$ cat src/rtl/paddsb_seq_ctrl.sv
// Multicycle PADDSB sequencer: one shared LANE_W-bit saturating adder walks the
// lanes of a NIBBLES*LANE_W operand pair, LSB lane first, one lane per cycle.
module paddsb_seq_ctrl #(
   parameter int NIBBLES = 4,
   parameter int LANE_W  = 4
) (
   input  logic                        clk,
   input  logic                        rst_n,
   input  logic                        start,
   input  logic                        flush,
   input  logic [NIBBLES*LANE_W-1:0]   a,
   input  logic [NIBBLES*LANE_W-1:0]   b,
   output logic                        ready,
   output logic                        busy,
   output logic                        done,
   output logic [NIBBLES*LANE_W-1:0]   sum,
   output logic [NIBBLES-1:0]          sat_mask
);

   localparam int DATA_W = NIBBLES * LANE_W;
   localparam int IDX_W  = (NIBBLES > 1) ? $clog2(NIBBLES) : 1;
   localparam logic [IDX_W-1:0] LAST_IDX = IDX_W'(NIBBLES - 1);

   typedef enum logic [1:0] {
      ST_IDLE,
      ST_RUN,
      ST_DONE
   } state_t;

   state_t              state_q, state_d;
   logic [IDX_W-1:0]    lane_idx_q, lane_idx_d;
   logic [DATA_W-1:0]   a_q, a_d;
   logic [DATA_W-1:0]   b_q, b_d;
   logic [DATA_W-1:0]   sum_q, sum_d;
   logic [NIBBLES-1:0]  sat_mask_q, sat_mask_d;

   logic [LANE_W-1:0]   a_lane;
   logic [LANE_W-1:0]   b_lane;
   logic [LANE_W-1:0]   raw_lane;
   logic [LANE_W-1:0]   res_lane;
   logic                ovfl;

   // Shared lane adder: overflow only when both operands share a sign the wrap flips.
   always_comb begin
      a_lane   = a_q[lane_idx_q*LANE_W +: LANE_W];
      b_lane   = b_q[lane_idx_q*LANE_W +: LANE_W];
      raw_lane = a_lane + b_lane;
      ovfl     = (a_lane[LANE_W-1] == b_lane[LANE_W-1]) &&
                 (raw_lane[LANE_W-1] != a_lane[LANE_W-1]);
      res_lane = raw_lane;
      if (ovfl) begin
         res_lane = a_lane[LANE_W-1] ? {1'b1, {(LANE_W-1){1'b0}}}
                                     : {1'b0, {(LANE_W-1){1'b1}}};
      end
   end

   always_comb begin
      state_d    = state_q;
      lane_idx_d = lane_idx_q;
      a_d        = a_q;
      b_d        = b_q;
      sum_d      = sum_q;
      sat_mask_d = sat_mask_q;

      case (state_q)
         ST_IDLE: begin
            if (start && !flush) begin
               state_d    = ST_RUN;
               a_d        = a;
               b_d        = b;
               sum_d      = '0;
               sat_mask_d = '0;
               lane_idx_d = '0;
            end
         end
         ST_RUN: begin
            if (flush) begin
               state_d = ST_IDLE;
            end else begin
               sum_d[lane_idx_q*LANE_W +: LANE_W] = res_lane;
               sat_mask_d[lane_idx_q]             = ovfl;
               if (lane_idx_q == LAST_IDX) begin
                  lane_idx_d = '0;
                  state_d    = ST_DONE;
               end else begin
                  lane_idx_d = lane_idx_q + 1'b1;
               end
            end
         end
         ST_DONE: begin
            if (flush) begin
               state_d = ST_IDLE;
            end else if (start) begin
               state_d    = ST_RUN;
               a_d        = a;
               b_d        = b;
               sum_d      = '0;
               sat_mask_d = '0;
               lane_idx_d = '0;
            end else begin
               state_d = ST_IDLE;
            end
         end
         default: begin
            state_d = ST_IDLE;
         end
      endcase
   end

   always_ff @(posedge clk or negedge rst_n) begin
      if (!rst_n) begin
         state_q    <= ST_IDLE;
         lane_idx_q <= '0;
         a_q        <= '0;
         b_q        <= '0;
         sum_q      <= '0;
         sat_mask_q <= '0;
      end else begin
         state_q    <= state_d;
         lane_idx_q <= lane_idx_d;
         a_q        <= a_d;
         b_q        <= b_d;
         sum_q      <= sum_d;
         sat_mask_q <= sat_mask_d;
      end
   end

   // A flush landing on the DONE cycle suppresses the pulse so the result is never claimed.
   assign ready    = (state_q == ST_IDLE) || (state_q == ST_DONE);
   assign busy     = (state_q == ST_RUN);
   assign done     = (state_q == ST_DONE) && !flush;
   assign sum      = sum_q;
   assign sat_mask = sat_mask_q;

endmodule

$ cat config.mk
export PLATFORM = sky130hd
export DESIGN_NAME = paddsb_seq_ctrl
export DESIGN_NICKNAME = d
export VERILOG_FILES = /design/src/rtl/paddsb_seq_ctrl.sv
export SDC_FILE = /design/constraint.sdc
export NUM_CORES = 1
export LEC_CHECK = 0
export BUFFER_PORTS_ARGS = -buffer_cell sky130_fd_sc_hd__buf_2
export CORE_MARGIN = 4
export CORE_UTILIZATION = 50
export DETAILED_ROUTE_END_ITERATION = 12
export GPL_TIMING_DRIVEN = 0
export PLACE_DENSITY_LB_ADDON = 0.15
export SYNTH_ARGS = -nofsm -noshare
export SYNTH_HDL_FRONTEND = slang
export SYNTH_SLANG_ARGS = --single-unit
$ cat constraint.sdc
create_clock -name clk -period 6.3 [get_ports clk]
set_input_delay 1.26 -clock clk [delete_from_list [all_inputs] [get_ports clk]]
set_output_delay 1.26 -clock clk [all_outputs]
set_load 0.005 [all_outputs]
==> out/metrics.csv <==
metric,value,unit
wire_per_inst,15.5,µm
whs,481,ps
totalWireLength,5310,µm
cts_tree,built,
dpl_worst_slack,2540,ps
irDropWorstVdd,195,µV
gp_congestion,0.795,
status,completed,
post-route-period-util,0.590,
rows,26,
tightestPinTransition,691,ps
final_antenna_net_count,0,
clock_sinks,56,
arrival,3920,ps
path_class,reg -> reg,
ys_warn_count,0,
die_w,80.4,µm
drive_above_1_share,0.397,
cts_max_level,2,
grtUsageTotal,0.176,
cts-resized-gates,0,
ctsHoldBuffers,0,
ff_latch_area,1400,µm²
antenna-diode-count,0,
first_iter_violations,89,
yosys-top-cells-count,"56 x dfrtp_1, 32 x mux2_2, 23 x nand2_1, 23 x o21ai_0, 10 x ha_1",
synth_flop_cell,dfrtp_1,
postCtsSetupBuffers,0,
coreArea,5110,µm²
vias_per_cell,5.39,
setup_slack,2580,ps
synthArstFlopShare,1.00,
required,6500,ps
finalClockSkew,5.59,ps
netlist_area,2620,µm²
finalNetCount,320,
clkLatencyLatePin,300,ps
setup_tns,0,ps
relSlewSlack,0.539,
netlist_top_cells_area,"dfrtp_1 53%, mux2_2 14%, mux4_2 6.9%",
period_needed,3720,ps
final_area,3100,µm²
final_cells,342,
yosys_register_bits,56,
fmax,269,MHz
fillers,435,
clockRootBuffer,clkbuf_8,
io_buffers,58,
hold_viol_final,0,
clk_pin_slew,90,ps
grt_pass1_vias,1785,
synthToLayoutAreaGrowth,18.1,%
synth_cells,206,
initial_utilization,0.513,
drc,0,
pin_count,59,
dpl.hpwl,3910,µm
worstSetupEndpointType,flop,
dp.cells,334,
leakage,1.47,nW
seq_area_frac_synth,0.535,
min_path_type,reg -> reg,
post_dp_cell_area,3000,µm²
slew_violations,0,
powerDensity,375,nW/µm²
die_y,80.4,µm
yosysTopAreaCell,dfrtp_1,
startpoint_type,flop,
grt_first_pass_wirelength,8680,µm
synth_edf_count,0,
rsz0062_at_grt,no,
synth_cell_types,30,
setup_violations,0,
dr.pass1.iters,4,
syn-num-nets,254,
maxCapViolCount,0,
cp_max_fo,10,
die_area,6460,µm²
avgSynthCellArea,12.7,µm²
cts_inserted_buffers,5,
synth.most_common_cell,dfrtp_1,
multi_input_comb_area,1160,µm²
grt_max_degree,57,
max-clock-path-buffers,2,
antenna_found_initial,0,
synth_top_area_frac,0.535,
grt-ovfl-total,0,
vias,1842,
final cells by class:
cell class,count,area share
plain buffers,8,0.0105
clock buffers,6,0.0234
clock inverters,1,0.00162
inverters,8,0.00970
multi-input cells,134,0.373
flip-flops and latches,56,0.453
well taps,70,0.0283
repair buffers,59,0.100
final timing paths:
check	cells past startpoint	startpoint	slack, ps	to
max in group asynchronous	2	rst_n	4870	a_q[12]
min	2	sum[0]	480	sum[0]
max reg2reg	8	lane_idx_q[0]	2580	sat_mask[1]
max	8	lane_idx_q[0]	2580	sat_mask[1]
min in group asynchronous	1	rst_n	890	sum[0]
min reg2reg	2	sum[0]	480	sum[0]
flip-flops by register name, indices dropped and copies added, names as in the netlist:
register    cells
sat_mask        4
state_q         2
a_q            16
b_q            16
sum            16
lane_idx_q      2
cells in the final DEF, fill, tap and decap left out, types with 2 or more instances in the layout:
master    Yosys  routed
buf_2         2      60
a21oi_1       6       6
a21o_1        3       3
mux2_2       32      32
ha_1         10      10
inv_1         8       8
fa_1          2       2
clkbuf_8      0       5
nand3b_1      2       2
clkbuf_1      4       5
nand2_1      23      23
nor2b_1       2       2
a31oi_1       3       3
o21ai_0      23      23
nor3b_1       2       2
a311oi_1      2       2
dfrtp_1      56      56
mux4_2        8       8
buf_1         2       2
a22oi_1       4       4
o21bai_1      2       2
metrics by stage:
stage	util	power [mW]
finish	0.606	1.16
global route	0.606	1.25
CTS	0.602	1.17
detailed placement	0.587	0.988
global placement	0.587	0.977
floorplan	-	0.831
per-layer routing:
metal  GRT usage  vias to the layer above  wire length [µm]
met5           0                        -                 0
met4      0.0456                        0                59
met3      0.0325                        8               246
met2       0.287                       46              2550
met1       0.242                      916              2460
li1            -                      872                 -
kinds of logic (layout without fill, tap and decap cells):
family | count (synthesis) | count (layout) | share of synthesized area
compound gates | 43 | 43 | 0.0950
xor+xnor | 1 | 1 | 0.00334
mux | 41 | 41 | 0.212
fa+ha+maj | 12 | 12 | 0.0630
buf+inv | 16 | 82 | 0.0239
flops | 56 | 56 | 0.535
simple gates | 37 | 37 | 0.0678
worst max-delay path, stage by stage (launching register included):
cell and delay (ps):
dfrtp_1 570, buf_1 580, mux4_2 640, ha_1 310
a21o_1 150, a21o_1 180, fa_1 560, mux2_4 350
a311oi_1 270
report_power, final:
group / leakage (nW) / switching, mW / internal, mW
Clock: 0.0410 / 0.107 / 0.0759
Sequential: 0.705 / 0.0442 / 0.431
Combinational: 0.720 / 0.268 / 0.236
(Power assumes the default switching activity.)
